[src/rtl/up_apb3_master_if.sv]
// Bus bundle for up_apb3_master: the uP request/ack side and the APB3 master side.
// "master" is the bridge's view; "slave" is the view of whatever sits on both ends of it.
interface up_apb3_master_if #(
   parameter int ADDRESS_WIDTH = 16,
   parameter int BUS_WIDTH     = 4
);
   localparam int DW = BUS_WIDTH * 8;

   logic                     up_rreq;
   logic [ADDRESS_WIDTH-1:0] up_raddr;
   logic                     up_rack;
   logic [DW-1:0]            up_rdata;
   logic                     up_rerr;
   logic                     up_wreq;
   logic [ADDRESS_WIDTH-1:0] up_waddr;
   logic [DW-1:0]            up_wdata;
   logic                     up_wack;
   logic                     up_werr;

   logic [ADDRESS_WIDTH-1:0] m_apb_paddr;
   logic                     m_apb_psel;
   logic                     m_apb_penable;
   logic                     m_apb_pwrite;
   logic [DW-1:0]            m_apb_pwdata;
   logic                     m_apb_pready;
   logic [DW-1:0]            m_apb_prdata;
   logic                     m_apb_pslverror;

   modport master (
      input  up_rreq, up_raddr, up_wreq, up_waddr, up_wdata,
      output up_rack, up_rdata, up_rerr, up_wack, up_werr,
      output m_apb_paddr, m_apb_psel, m_apb_penable, m_apb_pwrite, m_apb_pwdata,
      input  m_apb_pready, m_apb_prdata, m_apb_pslverror
   );

   modport slave (
      output up_rreq, up_raddr, up_wreq, up_waddr, up_wdata,
      input  up_rack, up_rdata, up_rerr, up_wack, up_werr,
      input  m_apb_paddr, m_apb_psel, m_apb_penable, m_apb_pwrite, m_apb_pwdata,
      output m_apb_pready, m_apb_prdata, m_apb_pslverror
   );
endinterface

[src/rtl/up_apb3_master.sv]
// Bridge from a level-request/pulse-ack uP port to a single APB3 master, one transfer at a time.
// Every output is a register; dbg_state exposes the FSM state for checkers.
module up_apb3_master #(
   parameter int ADDRESS_WIDTH  = 16,
   parameter int BUS_WIDTH      = 4,
   parameter int TIMEOUT_CYCLES = 256
) (
   input  logic              clk,
   input  logic              rst,
   up_apb3_master_if.master  bus,
   output logic [1:0]        dbg_state
);
   localparam int DW = BUS_WIDTH * 8;
   localparam int CW = (TIMEOUT_CYCLES > 1) ? $clog2(TIMEOUT_CYCLES) : 1;
   localparam logic [CW-1:0] TO_LAST = (TIMEOUT_CYCLES > 0) ? CW'(TIMEOUT_CYCLES - 1) : '0;

   // Handshake: a request is a level held by the uP until its ack; the ack is a
   // one-cycle pulse with err/rdata valid in that same cycle. Write wins when both
   // requests are high in IDLE; the read is then served after an IDLE cycle.
   typedef enum logic [1:0] {IDLE = 2'd0, SETUP = 2'd1, ACCESS = 2'd2, DONE = 2'd3} state_e;

   state_e                   state_q, state_d;
   logic [ADDRESS_WIDTH-1:0] paddr_q, paddr_d;
   logic [DW-1:0]            pwdata_q, pwdata_d;
   logic                     pwrite_q, pwrite_d;
   logic                     psel_q, psel_d;
   logic                     penable_q, penable_d;
   logic                     rack_q, rack_d;
   logic                     wack_q, wack_d;
   logic                     rerr_q, rerr_d;
   logic                     werr_q, werr_d;
   logic [DW-1:0]            rdata_q, rdata_d;
   logic [CW-1:0]            cnt_q, cnt_d;

   always_ff @(posedge clk) begin
      if (rst) begin
         state_q   <= IDLE;
         paddr_q   <= '0;
         pwdata_q  <= '0;
         pwrite_q  <= 1'b0;
         psel_q    <= 1'b0;
         penable_q <= 1'b0;
         rack_q    <= 1'b0;
         wack_q    <= 1'b0;
         rerr_q    <= 1'b0;
         werr_q    <= 1'b0;
         rdata_q   <= '0;
         cnt_q     <= '0;
      end else begin
         state_q   <= state_d;
         paddr_q   <= paddr_d;
         pwdata_q  <= pwdata_d;
         pwrite_q  <= pwrite_d;
         psel_q    <= psel_d;
         penable_q <= penable_d;
         rack_q    <= rack_d;
         wack_q    <= wack_d;
         rerr_q    <= rerr_d;
         werr_q    <= werr_d;
         rdata_q   <= rdata_d;
         cnt_q     <= cnt_d;
      end
   end

   always_comb begin
      state_d   = state_q;
      paddr_d   = paddr_q;
      pwdata_d  = pwdata_q;
      pwrite_d  = pwrite_q;
      psel_d    = psel_q;
      penable_d = penable_q;
      rack_d    = 1'b0;
      wack_d    = 1'b0;
      rerr_d    = 1'b0;
      werr_d    = 1'b0;
      rdata_d   = rdata_q;
      cnt_d     = cnt_q;
      case (state_q)
         IDLE: begin
            if (bus.up_wreq) begin
               paddr_d  = bus.up_waddr;
               pwdata_d = bus.up_wdata;
               pwrite_d = 1'b1;
               psel_d   = 1'b1;
               cnt_d    = '0;
               state_d  = SETUP;
            end else if (bus.up_rreq) begin
               paddr_d  = bus.up_raddr;
               pwrite_d = 1'b0;
               psel_d   = 1'b1;
               cnt_d    = '0;
               state_d  = SETUP;
            end
         end
         SETUP: begin
            penable_d = 1'b1;
            state_d   = ACCESS;
         end
         ACCESS: begin
            if (bus.m_apb_pready) begin
               psel_d    = 1'b0;
               penable_d = 1'b0;
               state_d   = DONE;
               if (pwrite_q) begin
                  wack_d = 1'b1;
                  werr_d = bus.m_apb_pslverror;
               end else begin
                  rack_d  = 1'b1;
                  rerr_d  = bus.m_apb_pslverror;
                  rdata_d = bus.m_apb_prdata;
               end
            end else if (TIMEOUT_CYCLES != 0) begin
               // Abort on the cycle that would bring the wait count to TIMEOUT_CYCLES.
               if (cnt_q == TO_LAST) begin
                  psel_d    = 1'b0;
                  penable_d = 1'b0;
                  state_d   = DONE;
                  if (pwrite_q) begin
                     wack_d = 1'b1;
                     werr_d = 1'b1;
                  end else begin
                     rack_d  = 1'b1;
                     rerr_d  = 1'b1;
                     rdata_d = '0;
                  end
               end else begin
                  cnt_d = cnt_q + CW'(1);
               end
            end
         end
         DONE: begin
            state_d = IDLE;
         end
         default: begin
            state_d = IDLE;
         end
      endcase
   end

   assign bus.m_apb_paddr   = paddr_q;
   assign bus.m_apb_pwdata  = pwdata_q;
   assign bus.m_apb_pwrite  = pwrite_q;
   assign bus.m_apb_psel    = psel_q;
   assign bus.m_apb_penable = penable_q;
   assign bus.up_rack       = rack_q;
   assign bus.up_wack       = wack_q;
   assign bus.up_rerr       = rerr_q;
   assign bus.up_werr       = werr_q;
   assign bus.up_rdata      = rdata_q;
   assign dbg_state         = state_q;
endmodule

[src/flat_wrapper.sv]
// flat-port wrapper written by rule: the top's interface ports become plain ports
module up_apb3_master_flat 
#(
   parameter int ADDRESS_WIDTH  = 16,
   parameter int BUS_WIDTH      = 4,
   parameter int TIMEOUT_CYCLES = 256
)
  (clk, rst, dbg_state, bus_up_rreq, bus_up_raddr, bus_up_wreq, bus_up_waddr, bus_up_wdata, bus_up_rack, bus_up_rdata, bus_up_rerr, bus_up_wack, bus_up_werr, bus_m_apb_paddr, bus_m_apb_psel, bus_m_apb_penable, bus_m_apb_pwrite, bus_m_apb_pwdata, bus_m_apb_pready, bus_m_apb_prdata, bus_m_apb_pslverror);
  up_apb3_master_if #(.ADDRESS_WIDTH(ADDRESS_WIDTH), .BUS_WIDTH(BUS_WIDTH)) bus_i ();
  input  logic clk;
  input  logic rst;
  output logic [1:0] dbg_state;
  input wire logic [$bits(bus_i.up_rreq)-1:0] bus_up_rreq;
  input wire logic [$bits(bus_i.up_raddr)-1:0] bus_up_raddr;
  input wire logic [$bits(bus_i.up_wreq)-1:0] bus_up_wreq;
  input wire logic [$bits(bus_i.up_waddr)-1:0] bus_up_waddr;
  input wire logic [$bits(bus_i.up_wdata)-1:0] bus_up_wdata;
  output wire logic [$bits(bus_i.up_rack)-1:0] bus_up_rack;
  output wire logic [$bits(bus_i.up_rdata)-1:0] bus_up_rdata;
  output wire logic [$bits(bus_i.up_rerr)-1:0] bus_up_rerr;
  output wire logic [$bits(bus_i.up_wack)-1:0] bus_up_wack;
  output wire logic [$bits(bus_i.up_werr)-1:0] bus_up_werr;
  output wire logic [$bits(bus_i.m_apb_paddr)-1:0] bus_m_apb_paddr;
  output wire logic [$bits(bus_i.m_apb_psel)-1:0] bus_m_apb_psel;
  output wire logic [$bits(bus_i.m_apb_penable)-1:0] bus_m_apb_penable;
  output wire logic [$bits(bus_i.m_apb_pwrite)-1:0] bus_m_apb_pwrite;
  output wire logic [$bits(bus_i.m_apb_pwdata)-1:0] bus_m_apb_pwdata;
  input wire logic [$bits(bus_i.m_apb_pready)-1:0] bus_m_apb_pready;
  input wire logic [$bits(bus_i.m_apb_prdata)-1:0] bus_m_apb_prdata;
  input wire logic [$bits(bus_i.m_apb_pslverror)-1:0] bus_m_apb_pslverror;
  assign bus_i.up_rreq = bus_up_rreq;
  assign bus_i.up_raddr = bus_up_raddr;
  assign bus_i.up_wreq = bus_up_wreq;
  assign bus_i.up_waddr = bus_up_waddr;
  assign bus_i.up_wdata = bus_up_wdata;
  assign bus_up_rack = bus_i.up_rack;
  assign bus_up_rdata = bus_i.up_rdata;
  assign bus_up_rerr = bus_i.up_rerr;
  assign bus_up_wack = bus_i.up_wack;
  assign bus_up_werr = bus_i.up_werr;
  assign bus_m_apb_paddr = bus_i.m_apb_paddr;
  assign bus_m_apb_psel = bus_i.m_apb_psel;
  assign bus_m_apb_penable = bus_i.m_apb_penable;
  assign bus_m_apb_pwrite = bus_i.m_apb_pwrite;
  assign bus_m_apb_pwdata = bus_i.m_apb_pwdata;
  assign bus_i.m_apb_pready = bus_m_apb_pready;
  assign bus_i.m_apb_prdata = bus_m_apb_prdata;
  assign bus_i.m_apb_pslverror = bus_m_apb_pslverror;
  up_apb3_master #(.ADDRESS_WIDTH(ADDRESS_WIDTH), .BUS_WIDTH(BUS_WIDTH), .TIMEOUT_CYCLES(TIMEOUT_CYCLES)) u_core (.clk(clk), .rst(rst), .bus(bus_i), .dbg_state(dbg_state));
endmodule
[config.mk]
export PLATFORM = sky130hd
export DESIGN_NAME = up_apb3_master_flat
export DESIGN_NICKNAME = d
export VERILOG_FILES = /design/src/rtl/up_apb3_master_if.sv /design/src/rtl/up_apb3_master.sv /design/src/flat_wrapper.sv
export SDC_FILE = /design/constraint.sdc
export NUM_CORES = 1
export LEC_CHECK = 0
export ABC_AREA = 1
export ABC_CLOCK_PERIOD_IN_PS = 1800
export CORE_ASPECT_RATIO = 1.4
export CORE_MARGIN = 1.5
export CORE_UTILIZATION = 35
export CTS_CLUSTER_SIZE = 14
export DETAILED_ROUTE_END_ITERATION = 6
export MAX_ROUTING_LAYER = met4
export PLACE_DENSITY_LB_ADDON = 0.2
export REMOVE_ABC_BUFFERS = 1
export SLEW_MARGIN = 20
export SYNTH_ARGS = -nofsm -noshare
export SYNTH_HDL_FRONTEND = slang
export SYNTH_SLANG_ARGS = --single-unit
[constraint.sdc]
create_clock -name clk -period 1.8 [get_ports clk]
set_input_delay 0.36 -clock clk [delete_from_list [all_inputs] [get_ports clk]]
set_output_delay 0.36 -clock clk [all_outputs]
set_load 0.1 [all_outputs]
==> results.toml, run 1 <==
[status]
status = "finished clean"

[grt]
grt_pass1_vias = 4525
grt_overflow = 0
grt_pass1_wl_mm = 21.59
grt.total_usage_pct = 20.88
antenna_found_initial = 0
grt_max_degree = 47

[setup_path]
cp-endpoint = "u_core.dbg_state[1]$_SDFFE_PP0P_"
r2r_cells = 9
crit_fanout = 8
critical_path_depth = 9
reg2reg_to = "u_core.dbg_state[1]$_SDFFE_PP0P_"
path_class = "flip-flop to flip-flop"
critPathBufInv = 3
slowest_stage = "dfxtp_1"
r2r-start = "u_core.dbg_state[0]$_SDFFE_PP0P_"
critical_path.top_delay_family = "buffers and inverters"
critPathMaxStageDelay_ns = 0.31
cp-startpoint = "u_core.dbg_state[0]$_SDFFE_PP0P_"
cp.required_ns = 2.08
critPathArrivalTime_ns = 1.93
cpMostUsedCell = "nand2_1"
startpoint_type = "flip-flop"
endpoint_kind = "flip-flop"
r2r_setup_slack_ns = 0.15
crit_chain = "inv_1, ha_2, buf_4, inv_1, nor2_1, nand2_1, nand2_1, nand2_1, a21oi_1"

[sta]
fmax_mhz = 604.5
fin_worst_skew_ns = 0.003791
min_period_over_period_pct = 91.90
final-hold-violation-count = 0
slew_headroom_pct = 76.71
fin_crit_ns = 1.654
rsz0062_at_grt = "yes"
setup_viol = 0
slew_violations = 0
fin_ws_ns = 0.1459
worst_slew_pin_slew_ns = 0.3493

[die]
dieHeight_um = 135.6
die_w_um = 97.69
rows = 48
core_um2 = 12310
start_util_pct = 35.68
die_area_um2 = 13240
io_pins = 191

[job]
maxCapViolCount = 0

[logic_synthesis]
netlist_area_um2 = 4393
ys_seq_area_share_pct = 44.20
ys_top_cells_by_area = "dfxtp_1, nand2_1, nor2_1, inv_1, o21ai_0"
ys_warn_count = 0
netlist_instances = 663
synth_cell_type_count = 24
synth_top_area_cell = "dfxtp_1"
synth_top_area_share_pct = 44.20
ys_ff_latch = 97
syn-mean-instance-area_um2 = 6.626

[clock_tree]
holdBufCountCts = 0
cts_tree = "built"
cts_root_buf = "clkbuf_16"
clockBufferDepth = 2
clk_pin_slew_ns = 0.07
htree_num_levels = 3
clock_latency_ns = 0.34
clock_sinks = 97
numCtsBuffers = 9

[finish]
instances_no_fill = 1009
final_cell_mix = "nand2_1, nor2_1, inv_1, clkdlybuf4s50_1, dfxtp_1"
final_common_cell = "nand2_1"
drive_gt1_share_pct = 17.23
design_area_um2 = 7816
n_antenna_cell = 0
num-nets-final = 960
areaGrowthSynthToFinish_pct = 77.93
num-fill-cells = 1044
register_area_um2 = 1942
multi_input_area_um2 = 1909
fin_util_pct = 63.49

[placed_design]
dp.cells = 989
place_hpwl_mm = 9.909
place_congestion = 0.8439
pre_cts_ws_ns = -0.06611
place_area_um2 = 7461
portBuffers = 190

[routing]
antenna_left = 0
drt_wl_total_mm = 13.79
drc = 0
wl_per_cell_um = 13.67
drt-initial-drc-count = 124
drt_first_pass_iters = 7
viasPerCell = 4.727
dr_total_vias = 4770

[pwr]
p_leak_nw = 3.493
power_density_nw_per_um2 = 1700
ir_drop_mv = 0.8943

[hold_path]
hold_path_depth = 2
hp-class = "flip-flop to flip-flop"
## metal layers
metal	track usage (%)	routed length, um
met4	7.619	267
met3	4.541	844
met1	22.65	5293
met5	-	0
met2	37.42	7385
## final cells by class
| cell class | instances | share of cell area (%) |
|---|---|---|
| clock buffer | 11 | 3.105 |
| clock inverter | 5 | 0.7043 |
| inverter | 107 | 5.138 |
| multi-input combinational | 422 | 24.43 |
| sequential | 97 | 24.84 |
| tap | 150 | 2.401 |
| timing repair buffer | 217 | 39.38 |
## cells in the mapped netlist
library cell  number
nand2_1          145
nor2_1           124
inv_1            101
dfxtp_1           97
o21ai_0           53
a21oi_1           38
nand4_1           36
clkbuf_1          24
nand3_1            9
buf_2              8
buf_1              5
inv_2              5
ha_1               4
buf_6              3
nor3_1             2
a21oi_2            1
clkinv_1           1
nand2_2            1
nand2_4            1
nand3_2            1
nand3_4            1
nor2_2             1
o21ai_1            1
or2_2              1
## power breakdown
part	internal (W)	switching [W]	leakage (nW)	total, W
clock	0.00111	0.000830	0.142	0.00194
combinational	0.00288	0.00522	2.55	0.00810
sequential	0.00270	0.000546	0.796	0.00324
## registers in the layout, summed over array words and instances, names as in the netlist
name                      count
u_core.bus.up_wack            1
u_core.bus.up_werr            1
u_core.dbg_state              2
u_core.bus.m_apb_penable      1
u_core.bus.up_rerr            1
u_core.bus.m_apb_pwrite       1
u_core.bus.m_apb_psel         1
u_core.cnt_q                  8
u_core.bus.m_apb_paddr       16
u_core.bus.m_apb_pwdata      32
u_core.bus.up_rack            1
u_core.bus.up_rdata          32
## through the flow
stage,power [W],hold WS [ns],setup TNS [ns]
floorplan,0.007977,0.4291,-73.66
global placement,0.01123,0.5104,-0.3822
detailed placement,0.01135,0.5142,-1.258
CTS,0.01333,0.5235,0
global route,0.01387,0.5300,-0.1646
finish,0.01328,0.5219,0
## how the worst min path moves through the flow
| stage | startpoint | to | slack (ns) |
|---|---|---|---|
| detailed placement | u_core.bus.m_apb_pwdata[23]$_SDFFE_PP0P_ | u_core.bus.m_apb_pwdata[23]$_SDFFE_PP0P_ | 0.51 |
| floorplan | rst | u_core.bus.m_apb_psel$_SDFFE_PP0P_ | 0.43 |
| global route | u_core.bus.m_apb_psel$_SDFFE_PP0P_ | u_core.bus.m_apb_psel$_SDFFE_PP0P_ | 0.53 |
| finish | u_core.bus.m_apb_pwdata[23]$_SDFFE_PP0P_ | u_core.bus.m_apb_pwdata[23]$_SDFFE_PP0P_ | 0.52 |
| global placement | u_core.bus.m_apb_pwdata[8]$_SDFFE_PP0P_ | u_core.bus.m_apb_pwdata[8]$_SDFFE_PP0P_ | 0.51 |
| CTS | u_core.bus.m_apb_pwdata[23]$_SDFFE_PP0P_ | u_core.bus.m_apb_pwdata[23]$_SDFFE_PP0P_ | 0.52 |
## kinds of logic after synthesis
group,share of synthesized area [%]
AOI/OAI and AO/OA,10.68
adders and majority gates,1.139
buffers and inverters,13.30
DFF,44.20
and+or+nand+nor,30.68
## worst min-delay path, delay by kind of cell, from the launching register on
kind          cells  cell delay [ns]
flops             1             0.33
simple gates      2             0.15
## repair_timing
action                     CTS  global route
gates cloned                 1             2
pin swaps                    1             3
setup endpoints to repair   33            38
setup buffers                0             1
resized for setup            1             5
No activity file was read; power rests on OpenSTA's default activity.
==> inputs of run 2 (changes only) <==
CORE_MARGIN = default   (was 1.5)
==> run 2 against run 1 <==
Effect of this change:
- sequential cell count unchanged
- combinational power decreased by 2%
- worst setup slack got worse by 0.00058 ns
- via count decreased by 0.59%
- global-route usage decreased by 1.2 points
- sequential power about the same
- largest power group unchanged
- non-clock buffer count decreased by 3
- wire length decreased by 8.2%
- design area decreased by 1.2%
- core utilization decreased by 0.75 points
==> results.toml, run 2 (synthesis results as in run 1) <==
[die]
core_um2 = 12310
die_w_um = 96.69
io_pins = 191
rows = 48
die_area_um2 = 13010
dieHeight_um = 134.6
start_util_pct = 35.68

[sta]
fin_worst_skew_ns = 0.007801
fin_ws_ns = 0.1453
slew_violations = 0
slew_headroom_pct = 75.96
fin_crit_ns = 1.655
min_period_over_period_pct = 91.93
fmax_mhz = 604.3
setup_viol = 0
final-hold-violation-count = 0
worst_slew_pin_slew_ns = 0.3583
rsz0062_at_grt = "no"

[routing]
antenna_left = 0
dr_total_vias = 4742
viasPerCell = 4.733
drt_first_pass_iters = 4
drt_wl_total_mm = 12.67
drt-initial-drc-count = 145
wl_per_cell_um = 12.64
drc = 0

[setup_path]
r2r-start = "u_core.cnt_q[1]$_SDFFE_PP0P_"
critPathArrivalTime_ns = 1.92
r2r_setup_slack_ns = 0.15
endpoint_kind = "flip-flop"
path_class = "flip-flop to flip-flop"
cp.required_ns = 2.07
crit_fanout = 34
reg2reg_to = "u_core.bus.up_rdata[6]$_SDFFE_PP0P_"
startpoint_type = "flip-flop"
r2r_cells = 10

[clock_tree]
clock_latency_ns = 0.34
clockBufferDepth = 2
htree_num_levels = 3
numCtsBuffers = 9
cts_root_buf = "clkbuf_16"
holdBufCountCts = 0
clock_sinks = 97
clk_pin_slew_ns = 0.06
cts_tree = "built"

[grt]
grt_overflow = 0
antenna_found_initial = 0
grt_max_degree = 46
grt_pass1_vias = 4412
grt.total_usage_pct = 19.67
grt_pass1_wl_mm = 20.40

[finish]
fin_util_pct = 62.73
n_antenna_cell = 0
num-nets-final = 955
final_common_cell = "nand2_1"
final_cell_mix = "nand2_1, nor2_1, inv_1, clkdlybuf4s50_1, dfxtp_1"
drive_gt1_share_pct = 16.55
areaGrowthSynthToFinish_pct = 75.82
design_area_um2 = 7724

[status]
status = "finished clean"

[pwr]
p_leak_nw = 3.470
ir_drop_mv = 0.9126
power_density_nw_per_um2 = 1670
p_total_w = 0.01290

[placed_design]
place_congestion = 0.7775
place_area_um2 = 7423
pre_cts_ws_ns = 0.01193
place_hpwl_mm = 9.196
portBuffers = 190

[job]
maxCapViolCount = 0

[hold_path]
hold_end = "u_core.bus.m_apb_psel$_SDFFE_PP0P_"
hp-class = "flip-flop to flip-flop"
hold_start = "u_core.bus.m_apb_psel$_SDFFE_PP0P_"
hold_path_depth = 2
==> run 2: per-layer routing <==
layer / track usage [%] / up-vias / share of wire (%)
met4: 8.872 / 0 / 2.3
met1: 22.79 / 2149 / 42
met2: 32.90 / 160 / 50
met5: - / - / 0
li1: - / 2412 / -
met3: 3.934 / 21 / 5.5
==> run 2: critical path: stages (launching register included) <==
cell	delay (ns)
dfxtp_1	0.38
ha_1	0.20
nand2_2	0.10
nor2_4	0.13
nand2_2	0.12
nand2_4	0.16
nand3_4	0.09
buf_12	0.18
nand2_1	0.07
inv_1	0.04
nor2_1	0.11
==> run 2: worst max path at each step <==
stage | from | to | depth (start not counted)
CTS | u_core.cnt_q[1]$_SDFFE_PP0P_ | u_core.bus.up_rdata[6]$_SDFFE_PP0P_ | 10
global placement | bus_up_wreq | u_core.cnt_q[2]$_SDFFE_PP0P_ | 8
finish | u_core.cnt_q[1]$_SDFFE_PP0P_ | u_core.bus.up_rdata[6]$_SDFFE_PP0P_ | 10
global route | u_core.cnt_q[1]$_SDFFE_PP0P_ | u_core.bus.up_rdata[6]$_SDFFE_PP0P_ | 10
floorplan | u_core.dbg_state[1]$_SDFFE_PP0P_ | u_core.cnt_q[5]$_SDFFE_PP0P_ | 7
detailed placement | bus_m_apb_pready | u_core.bus.up_rdata[11]$_SDFFE_PP0P_ | 8
==> run 2: cell type report <==
class	count	area [um^2]
clock buffers	11	242.7
clock inverters	3	18.77
fillers	1025	4588
inverters	107	401.6
multi-input cells	420	1883
flip-flops and latches	97	1942
well taps	150	187.7
repair buffers	214	3048
==> run 2: what timing repair did <==
item,4_1_cts,5_1_grt
resized for setup,0,3
buffers inserted,0,3
setup endpoints to repair,0,31
==> run 2: where the power goes <==
| part | leakage [nW] | internal (W) | switching, W |
|---|---|---|---|
| registers | 0.796 | 0.00270 | 0.000533 |
| clock network | 0.131 | 0.000958 | 0.000791 |
| logic | 2.54 | 0.00279 | 0.00513 |
| total | 3.47 | 0.00644 | 0.00646 |
==> run 2: stage by stage <==
| stage | hold slack, ns | instances | setup TNS, ns |
|---|---|---|---|
| floorplan | 0.4291 | 623 | -73.66 |
| global placement | 0.5043 | 984 | 0 |
| detailed placement | 0.5143 | 984 | 0 |
| CTS | 0.5228 | 998 | 0 |
| global route | 0.5285 | 1002 | 0 |
| finish | 0.5182 | 1002 | 0 |
